--- config.mk ---
export PLATFORM = sky130hd
export DESIGN_NAME = arbiter_rr_nreq
export DESIGN_NICKNAME = d
export VERILOG_FILES = /design/src/rtl/arbiter_rr_nreq.sv
export SDC_FILE = /design/constraint.sdc
export NUM_CORES = 1
export LEC_CHECK = 0
export BUFFER_PORTS_ARGS = -buffer_cell sky130_fd_sc_hd__buf_4
export CORE_AREA = 5 5 42 44
export DETAILED_ROUTE_END_ITERATION = 8
export DIE_AREA = 0 0 47 49
export GPL_TIMING_DRIVEN = 0
export PLACE_DENSITY = 0.72
export RECOVER_POWER = 100
export REMOVE_ABC_BUFFERS = 1
export SYNTH_ARGS = -nofsm -noshare
export SYNTH_HDL_FRONTEND = slang
export SYNTH_SLANG_ARGS = --single-unit
--- constraint.sdc ---
create_clock -name clk -period 2.4 [get_ports clk]
set_input_delay 0.36 -clock clk [delete_from_list [all_inputs] [get_ports clk]]
set_output_delay 0.36 -clock clk [all_outputs]
set_load 0.005 [all_outputs]
--- src/rtl/arbiter_rr_nreq.sv ---
// Round-robin arbiter for NUM_REQ requesters. Priority rotates past the
// last served requester, and all grant outputs are registered. When
// LOCK_EN=1, the arbiter can hold a grant on its current owner until that
// owner signals end-of-packet or drops its request.
module arbiter_rr_nreq #(
  parameter int unsigned NUM_REQ = 4,
  parameter int unsigned GRANT_W = (NUM_REQ > 1) ? $clog2(NUM_REQ) : 1,
  parameter int unsigned LOCK_EN = 0
) (
  input  logic               clk,
  input  logic               rst,
  input  logic               i_en,
  input  logic               i_valid,
  input  logic [NUM_REQ-1:0] i_req_bus,
  input  logic               i_last,
  output logic               o_valid,
  output logic [GRANT_W-1:0] o_grant_idx,
  output logic [NUM_REQ-1:0] o_grant_onehot,
  output logic               o_locked
);

  localparam logic [GRANT_W-1:0] LAST_RST = GRANT_W'(NUM_REQ - 1);
  localparam bit                 LOCK     = (LOCK_EN != 0);

  typedef enum logic {
    ST_ARB  = 1'b0,
    ST_HOLD = 1'b1
  } state_t;

  state_t             state;
  logic [GRANT_W-1:0] last_q;

  logic               active_c;
  logic               owner_req_c;
  logic               win_found_c;
  logic [GRANT_W-1:0] win_idx_c;
  logic [GRANT_W-1:0] cand_c;

  assign active_c    = i_en & i_valid;
  assign owner_req_c = i_req_bus[last_q];

  // Scan upward from the slot after last_q, wrapping around, and take the first requester found
  always_comb begin
    win_found_c = 1'b0;
    win_idx_c   = '0;
    cand_c      = '0;
    for (int unsigned off = 1; off <= NUM_REQ; off++) begin
      cand_c = GRANT_W'((32'(last_q) + off) % NUM_REQ);
      if (!win_found_c && i_req_bus[cand_c]) begin
        win_found_c = 1'b1;
        win_idx_c   = cand_c;
      end
    end
  end

  // Arbitration/lock state machine with registered grant outputs
  always_ff @(posedge clk) begin
    if (rst) begin
      state          <= ST_ARB;
      last_q         <= LAST_RST;
      o_valid        <= 1'b0;
      o_grant_idx    <= '0;
      o_grant_onehot <= '0;
      o_locked       <= 1'b0;
    end else if (!active_c) begin
      // While idle, clear the outputs and drop any lock; keep the rotation point
      state          <= ST_ARB;
      o_valid        <= 1'b0;
      o_grant_idx    <= '0;
      o_grant_onehot <= '0;
      o_locked       <= 1'b0;
    end else if (state == ST_HOLD && owner_req_c && !i_last) begin
      // The owner is still mid-packet: keep the current grant
      state <= ST_HOLD;
    end else if (win_found_c) begin
      state          <= LOCK ? ST_HOLD : ST_ARB;
      last_q         <= win_idx_c;
      o_valid        <= 1'b1;
      o_grant_idx    <= win_idx_c;
      o_grant_onehot <= NUM_REQ'(1) << win_idx_c;
      o_locked       <= LOCK;
    end else begin
      state          <= ST_ARB;
      o_valid        <= 1'b0;
      o_grant_idx    <= '0;
      o_grant_onehot <= '0;
      o_locked       <= 1'b0;
    end
  end

endmodule

==> summary.md, run 1 <==
| Metric | Value |
|---|---|
| Critical Path Source Type | flop |
| Post-layout minimum cycle time | 1.995 ns |
| Post-CTS sizing | 0 |
| Starting Density | 40.98% |
| Total Nets Final | 92 |
| Max stage delay on crit path | 0.58 ns |
| Chip height | 49 microns |
| Mapped cell area | 574.3 sq um |
| # Max-Cap Violations | 0 |
| WHS Path Cells | 3 |
| WL/cell | 12.03 microns |
| Mux contribution to synthesized area | 11.11% |
| Reg2reg path depth | 4 |
| Async set-reset flop share out of synthesis | 0% |
| Worst R2R Setup Slack | 0.40 ns |
| Reg2Reg Launch Point | last_q[1] |
| Maximum vdd drop | 0.3810 mV |
| Worst hold endpoint | last_q[1] |
| Synth top area cells | dfxtp_1 35%, nand2_1 7.2%, mux2i_1 5.2%, mux4_2 3.9%, a32o_1 3.5% |
| Hold-fix buffers at CTS | 0 |
| Largest net degree at the start of global routing | 10 |
| Pins over their slew limit | 0 |
| Gr ovfl total | 0 |
| Status | complete, no violations |
| Via density | 5.330 |
| Drt first pass iters | 4 |
| Core ar. | 1401 sq um |
| HP Start | rst |
| WP data required | 2.55 ns |
| Buffers and inverters on the worst path | 0 |
| Synth warn | 0 |
| CTS buffer count | 3 |
| Clock sinks | 10 |
| Worst-path clk slew | 0.06 ns |
| Syn Inst Count | 66 |
| IO Port Bufs | 15 |
| Post-synthesis simple-gate area fraction | 20.70% |
| Worst Hold Class | in2reg |
| CP Class | reg2reg |
| Seq cells post-synth | 10 |
| CTS tree | done |
| Worst-path maximum fanout | 9 |
| Initial antenna violation count | 0 |
| Post-CTS setup buffers | 0 |
| TNS Setup | 0 ns |
| Setup WS pre-CTS | 0.4543 ns |
| Number of flops mapped to enable cells by yosys | 0 |
| Post-Synth Adder-Cell Area | 0% |
| Area share of the largest cell type after synthesis | 34.86% |
| Routability Congestion | 0.8246 |
| Post-Route WL | 1167 microns |
| I/O pin count | 17 |
| Vias | 517 |
| Fmax | 501.2 MHz |
| Fin. Hold Viols | 0 |
| Initial DRC count | 10 |
| FF/Latch Area | 200.2 sq um |
| Fillers | 143 |
| Avg Inst Size Synth | 8.702 sq um |
| Vias in the first global route | 496 |
| P_leak | 0.3330 nW |
| Post-route setup slack | 0.4050 ns |
| Row count | 14 |
| Critical R2R Capture | o_grant_onehot[0] |
| DIE AREA | 2303 sq um |
| Final-report setup violation count | 0 |
| Post-route DRC | 0 |
| Global-route wire length before repair | 2063 microns |
| CTS H-Tree Depth | 1 |
| Post-synthesis compound-gate area fraction | 26.14% |
| Main combinational cell family by area after synthesis | compound AO/OA/AOI/OAI gates |
| Clk buf depth | 2 |
| Pwr/cell area | 519.6 nW/um^2 |
| Setup Skew | 0.003248 ns |
| Hpwl dp | 915.9 microns |
| Crit-path leading delay family | compound AO/OA/AOI/OAI gates |
| Layout cells sized above 1 | 25.93% |
| ANT cells | 0 |
| Dominant synthesized flop cell | dfxtp_1 |
| Die X | 47 microns |
| Synth-to-Final Area Change | 22.66% |
| CP Data Arrival Time | 2.14 ns |
| Hold_ws | 0.3921 ns |
| RSZ-0062 raised after global routing | false |
| CP cell instances | mux4_2, and2_0, o31a_1, a32o_1 |
| Clk root buf | clkbuf_4 |
| Post-Synth XOR/XNOR Area | 0% |
| Multi-input gate area | 334.1 sq um |
| Period utilisation layout | 83.13% |
| Global-route usage over all layers | 11.87% |
| Clk Latency, worst-skew pair | 0.25 ns |
| Synth area leader | dfxtp_1 |
| Sequential-to-total area share from yosys stat | 34.86% |
| CP endpoint kind | flop |
| Slowest cell on crit path | mux4_2 |
| Synth cell types | 30 |
| Post-DRT Antenna Nets | 0 |
-- cell usage after synthesis (2+ instances only) --
master	number
nand2_1	11
mux2i_1	3
o311a_1	2
a32o_1	2
o21ai_0	4
nor2b_1	2
nor2_1	3
dfxtp_1	10
nand2b_1	2
inv_1	4
a21oi_1	2
o31ai_1	2
a21o_1	2
-- power breakdown --
group          switching (mW)  internal, mW  leakage (nW)
clock network          0.0504        0.0576        0.0138
registers             0.00798         0.172        0.0812
logic                  0.0388        0.0390         0.238
-- flip-flops by register name, summed over array words and instances, names as in the netlist --
name and flops:
o_grant_idx 2, last_q 2, state 1, o_grant_onehot 4
o_valid 1
-- layout by cell type (no fill, tap or decap), types with 2 or more instances in the layout --
cell / instances
a32o_1: 2
dfxtp_1: 10
nor2b_1: 2
o21ai_0: 4
clkbuf_4: 10
nand2b_1: 2
a21oi_1: 2
nand2_1: 11
o31ai_1: 2
o311a_1: 2
buf_4: 8
nor2_1: 3
a21o_1: 2
inv_1: 4
mux2i_1: 3
-- metrics by stage --
step	instance area, sq um	total power [mW]	cells	util (%)
4_1_cts	706.9	0.3691	97	50.45
3_5_place_dp	684.4	0.2644	94	48.84
2_1_floorplan	551.8	0.2332	63	-
3_3_place_gp	684.4	0.2629	94	48.84
5_1_grt	704.4	0.3888	97	50.27
6_report	704.4	0.3660	97	50.27
-- cells by family after synthesis --
logic type             after synthesis
multiplexers                         5
AO/OA/AOI/OAI                       20
other                                1
AND/OR/NAND/NOR                     23
flip-flops                          10
buffers and inverters                7
-- worst min-delay path, stage by stage --
cell and delay [ns]:
buf_4 0.10, nor2_1 0.04, mux2i_1 0.11
-- worst max path at each step --
stage	cells past startpoint	slack, ns	startpoint	end
4_1_cts	4	0.44	last_q[1]	o_grant_onehot[0]
5_1_grt	4	0.23	last_q[1]	o_grant_idx[0]
2_1_floorplan	4	0.57	last_q[1]	o_grant_onehot[1]
6_report	4	0.40	last_q[1]	o_grant_onehot[0]
3_3_place_gp	4	0.46	last_q[1]	o_grant_idx[0]
3_5_place_dp	4	0.45	last_q[1]	o_grant_onehot[0]
-- layout make-up --
| type | count | share of cell area [%] |
|---|---|---|
| multi-input cells | 49 | 47.42 |
| flip-flops and latches | 10 | 28.42 |
| repair buffers | 15 | 15.99 |
| clock buffers | 3 | 3.197 |
| well taps | 16 | 2.842 |
| inverters | 4 | 2.131 |
-- routing by layer --
metal  up-vias  global-route usage, %  share of wire (%)
met4         0                  5.530                  0
met3         0                  2.214                5.2
met5         -                      0                  0
li1        271                      -                  -
met1       234                  16.22                 49
met2        12                  17.42                 46
Power figures use the tool's default switching activity.
==> inputs of run 2 (changes only) <==
- clock period: 2.4 -> 2 ns (I/O delays scaled with it)
==> run 2 against run 1 <==
Effect of this change: count of clock-buffer cells in the layout is the same; via count shrank 0.19%; register-to-register slack lost 0.23 ns; clock power grew 19%; hold slack lost 0.056 ns; sequential share of layout area is essentially flat; utilization grew 0.27 points; design area grew 0.53%; global-route usage is the same; wire length grew 0.77%; flip-flop and latch count is the same; sequential power grew 21%; largest cell class unchanged.
==> summary.md, run 2 (same netlist as run 1, synthesis figures left out) <==
| Metric | Value |
|---|---|
| Post-route DRC | 0 |
| Critical Path Source Type | flop |
| CTS tree | done |
| DIE AREA | 2303 sq um |
| Final-report setup violation count | 0 |
| Worst hold endpoint | last_q[1] |
| Chip height | 49 microns |
| Post-CTS sizing | 0 |
| Row count | 14 |
| Fillers | 142 |
| P_leak | 0.3354 nW |
| HP Start | rst |
| Largest registers | o_grant_onehot (4), last_q (2), o_grant_idx (2) |
| Clk buf depth | 2 |
| Fmax | 547.4 MHz |
| IO Port Bufs | 15 |
| Clock sinks | 10 |
| Max FFs per register | 4 |
| Gr ovfl total | 0 |
| Starting Density | 40.98% |
| CTS buffer count | 3 |
| TNS Setup | 0 ns |
| Post-DRT Antenna Nets | 0 |
| Vias in the first global route | 496 |
| Clk Latency, worst-skew pair | 0.25 ns |
| Reg2reg path depth | 4 |
| Drt first pass iters | 4 |
| Pwr/cell area | 623.3 nW/um^2 |
| Critical R2R Capture | o_grant_onehot[0] |
| I/O pin count | 17 |
| Worst R2R Setup Slack | 0.17 ns |
| WP data required | 2.15 ns |
| Period utilisation layout | 91.33% |
| Post-CTS setup buffers | 0 |
| Most common cell after layout, fill and taps aside | nand2_1 |
| Hpwl dp | 915.9 microns |
| Post-layout minimum cycle time | 1.827 ns |
| Fin. Hold Viols | 0 |
| Worst-path clk slew | 0.06 ns |
| Hold_ws | 0.3365 ns |
| CP endpoint kind | flop |
| Clk root buf | clkbuf_4 |
| Worst Hold Class | in2reg |
| Pins over their slew limit | 0 |
| ANT cells | 0 |
| Via density | 5.320 |
| Post-route setup slack | 0.1733 ns |
| Hold-fix buffers at CTS | 0 |
| WL/cell | 12.12 microns |
| Worst-path maximum fanout | 9 |
| Commonest non-fill, non-tap cells in the layout | 11 x nand2_1, 10 x clkbuf_4, 9 x dfxtp_1 |
| Initial DRC count | 13 |
| Global-route wire length before repair | 2063 microns |
| RSZ-0062 raised after global routing | false |
| Fin cells | 97 |
| WHS Path Cells | 3 |
| CP Class | reg2reg |
| Setup Skew | 0.005712 ns |
| Die X | 47 microns |
| Status | complete, no violations |
| Synth-to-Final Area Change | 23.31% |
| Layout cells sized above 1 | 28.40% |
| Total Power | 0.4414 mW |
| Vias | 516 |
| Reg2Reg Launch Point | last_q[1] |
| Largest net degree at the start of global routing | 10 |
| Top reg by flops | o_grant_onehot |
| Post-Route WL | 1176 microns |
| Core ar. | 1401 sq um |
| Inst Count DP | 94 |
| Maximum vdd drop | 0.4583 mV |
| # Max-Cap Violations | 0 |
| Setup WS pre-CTS | 0.05432 ns |
| Initial antenna violation count | 0 |
| Total Nets Final | 92 |
| CTS H-Tree Depth | 1 |
| CP Data Arrival Time | 1.97 ns |
| Routability Congestion | 0.8246 |
| Global-route usage over all layers | 11.87% |
==> run 2: cell types whose count changed in the layout (fill, tap and decap cells not counted) <==
cell     change
and2_0       -1
and2_4       +1
dfxtp_1      -1
dfxtp_2      +1
==> run 2: worst max-delay path, stage by stage (launching register included) <==
cell and delay (ns):
dfxtp_2 0.43, mux4_2 0.55, and2_4 0.17, o31a_1 0.32, a32o_1 0.25
==> run 2: per-layer routing <==
| metal | vias up | GRT usage (%) | share of wire (%) | routed length (microns) |
|---|---|---|---|---|
| met5 | - | 0 | 0 | 0 |
| met2 | 12 | 17.42 | 45 | 527 |
| met3 | 2 | 2.214 | 5.3 | 62 |
| met1 | 231 | 16.22 | 49 | 572 |
| met4 | 0 | 5.530 | 1.1 | 13 |
| li1 | 271 | - | - | - |
==> run 2: worst max-delay path by stage <==
stage                         start                end  slack [ns]  depth (start not counted)
after CTS                 last_q[1]  o_grant_onehot[0]        0.04                          4
after global routing      last_q[1]     o_grant_idx[0]        0.03                          4
after floorplan           last_q[1]  o_grant_onehot[1]        0.17                          4
final                     last_q[1]  o_grant_onehot[0]        0.17                          4
after global placement    last_q[1]     o_grant_idx[0]        0.06                          4
after detailed placement  last_q[1]  o_grant_onehot[0]        0.05                          4
==> run 2: metrics by stage <==
stage,cell area [sq um],utilization [%]
floorplan,551.8,-
global placement,684.4,48.84
detailed placement,684.4,48.84
CTS,706.9,50.45
global route,708.2,50.54
finish,708.2,50.54
==> run 2: layout make-up <==
cell class              instances  area [sq um]  area share, %
well taps                      16         20.02          2.827
flip-flops and latches         10         201.4          28.45
repair buffers                 15         112.6          15.90
multi-input cells              49         336.6          47.53
inverters                       4         15.01          2.120
clock buffers                   3         22.52          3.180
==> run 2: report_power, final <==
part | switching [mW] | internal [mW]
clock | 0.0596 | 0.0690
sequential | 0.00963 | 0.207
combinational | 0.0467 | 0.0492
==> inputs of run 3 (changes only) <==
- ABC_AREA: default -> 1
- CORE_AREA: 5 5 42 44 -> default
- CORE_MARGIN: default -> 5
- CORE_UTILIZATION: default -> 52
- DIE_AREA: 0 0 47 49 -> default
- PLACE_DENSITY: 0.72 -> 0.8
==> run 3 against run 2 <==
Effect of this change: flip-flop and latch count unchanged; via count rose by 42%; sequential share of layout area shrank 6.1 points; design area increased by 26%; count of clock-buffer cells in the layout is 1 higher; combinational power increased to 2.7 times the previous value; sequential power rose by 4%; utilization rose by 16 points; area after synthesis increased by 33%; setup slack better by 0.049 ns; critical path type unchanged; critical endpoint is now o_grant_onehot[3]; largest cell class unchanged; highest routed layer unchanged.
==> summary.md, run 3 <==
| Metric | Value |
|---|---|
| Status | complete, no violations |
| Initial DRC count | 14 |
| CP Class | reg2reg |
| Synth cell types | 21 |
| Max FFs per register | 4 |
| Count leader, synth | nand2_1 |
| CTS tree | done |
| Clk root buf | clkbuf_4 |
| Total Nets Final | 139 |
| ANT cells | 0 |
| Clock sinks | 10 |
| Post-layout minimum cycle time | 1.778 ns |
| Drt first pass iters | 4 |
| P_leak | 0.4851 nW |
| CP Data Arrival Time | 1.95 ns |
| Die X | 48.28 microns |
| Worst-path maximum fanout | 12 |
| Post-Route WL | 1565 microns |
| Initial antenna violation count | 0 |
| Most common cell after layout, fill and taps aside | nand2_1 |
| CP endpoint kind | flop |
| RSZ-0062 raised after global routing | false |
| Setup WS pre-CTS | 0.3194 ns |
| Setup Skew | 0.007570 ns |
| Gr ovfl total | 0 |
| Synth top area cells | dfxtp_1 26%, nand2_1 20%, nand2_4 8.9%, nand2_2 7.4%, nand3_1 6.6% |
| Number of flops mapped to enable cells by yosys | 0 |
| Row count | 13 |
| Fin. Hold Viols | 0 |
| Global-route usage over all layers | 16.25% |
| Synth warn | 0 |
| Post-layout util | 66.27% |
| IO Port Bufs | 15 |
| Critical Path Source Type | flop |
| Starting Density | 56.44% |
| Vias in the first global route | 639 |
| # Max-Cap Violations | 0 |
| Top post-synthesis cells by count | 41 x nand2_1, 10 x dfxtp_1, 10 x nand3_1 |
| Worst-path clk slew | 0.06 ns |
| Vias | 732 |
| Reg2reg path depth | 11 |
| Post-CTS setup buffers | 0 |
| Top reg by flops | o_grant_onehot |
| Core ar. | 1350 sq um |
| Fillers | 116 |
| TNS Setup | 0 ns |
| Period utilisation layout | 88.89% |
| Area share of the largest cell type after synthesis | 26.27% |
| Maximum vdd drop | 0.5094 mV |
| Global-route wire length before repair | 2587 microns |
| DIE AREA | 2331 sq um |
| CTS H-Tree Depth | 1 |
| Total Power | 0.6690 mW |
| Commonest non-fill, non-tap cells in the layout | 41 x nand2_1, 11 x nand3_1, 10 x clkbuf_4, 10 x dfxtp_1, 9 x nand2_2 |
| WL/cell | 10.87 microns |
| Routability Congestion | 0.7764 |
| Hold_ws | 0.2253 ns |
| Fmax | 562.5 MHz |
| WHS Path Cells | 3 |
| Mapped cell area | 762.0 sq um |
| Seq cells post-synth | 10 |
| Sequential-to-total area share from yosys stat | 26.27% |
| Synth area leader | dfxtp_1 |
| Clk buf depth | 2 |
| Via density | 5.083 |
| Chip height | 48.28 microns |
| Largest net degree at the start of global routing | 13 |
| I/O pin count | 17 |
| Syn Inst Count | 113 |
| HP Start | rst |
| Post-CTS sizing | 0 |
| Avg Inst Size Synth | 6.743 sq um |
| Worst hold endpoint | last_q[0] |
| Synth-to-Final Area Change | 17.41% |
| Reg2Reg Launch Point | last_q[0] |
| Pwr/cell area | 747.8 nW/um^2 |
| Worst Hold Class | in2reg |
| Critical R2R Capture | o_grant_onehot[3] |
| Post-route setup slack | 0.2221 ns |
| WP data required | 2.17 ns |
| Largest registers | o_grant_onehot (4), last_q (2), o_grant_idx (2) |
| Dominant synthesized flop cell | dfxtp_1 |
| Clk Latency, worst-skew pair | 0.28 ns |
| Hold-fix buffers at CTS | 0 |
| Post-DRT Antenna Nets | 0 |
| Pins over their slew limit | 0 |
| Post-route DRC | 0 |
| Async set-reset flop share out of synthesis | 0% |
| Layout cells sized above 1 | 36.43% |
| CTS buffer count | 3 |
| Final-report setup violation count | 0 |
| Worst R2R Setup Slack | 0.22 ns |
| Hpwl dp | 1227 microns |
-- run 3: how the worst max path moves through the flow --
stage / start / to / slack [ns] / cells past startpoint
4_1_cts: last_q[0] / o_grant_onehot[3] / 0.30 / 11
2_1_floorplan: last_q[0] / o_grant_onehot[3] / 0.53 / 11
6_report: last_q[0] / o_grant_onehot[3] / 0.22 / 11
5_1_grt: last_q[0] / last_q[1] / 0.07 / 11
3_3_place_gp: last_q[0] / o_grant_onehot[3] / 0.33 / 11
3_5_place_dp: last_q[0] / o_grant_onehot[3] / 0.32 / 11
-- run 3: routing by layer --
metal,up-vias,share of wire (%),track usage (%)
li1,387,-,-
met1,320,45,20.48
met4,0,2.5,9.677
met2,20,47,24.48
met5,-,0,0
met3,5,6.1,4.428
-- run 3: power by group --
part	internal (mW)	total [mW]	switching [mW]	leakage (nW)
clock network	0.111	0.189	0.0784	0.0210
logic	0.0901	0.255	0.164	0.383
registers	0.211	0.225	0.0146	0.0814
-- run 3: layout make-up --
type	count	area (sq um)	area share [%]
sequential	10	200.2	22.38
clock buffer	4	36.28	4.056
timing repair buffer	15	112.6	12.59
tap	15	18.77	2.098
multi-input combinational	87	475.5	53.15
inverter	13	51.30	5.734
-- run 3: logic make-up (layout without fill, tap and decap cells) --
family	after synthesis	count (layout)	share of synthesized area (%)
flops	10	10	26.27
buf+inv	16	32	10.67
other cells	1	1	0.4921
simple gates	79	79	57.47
compound gates	7	7	5.089
-- run 3: per-stage QoR --
step	cell area, sq um	cells
finish	894.6	144
floorplan	732.0	110
global route	894.6	144
CTS	899.6	144
detailed placement	863.3	140
global placement	863.3	140
-- run 3: critical path, cell delays in order (launching register included) --
cell	delay (ns)
dfxtp_1	0.56
inv_4	0.14
nand2_1	0.09
nand2_1	0.11
nand2_4	0.11
nand2_4	0.08
nor2_8	0.11
nand3_1	0.16
nand3_4	0.14
inv_2	0.05
nand3_1	0.07
nand2_1	0.05
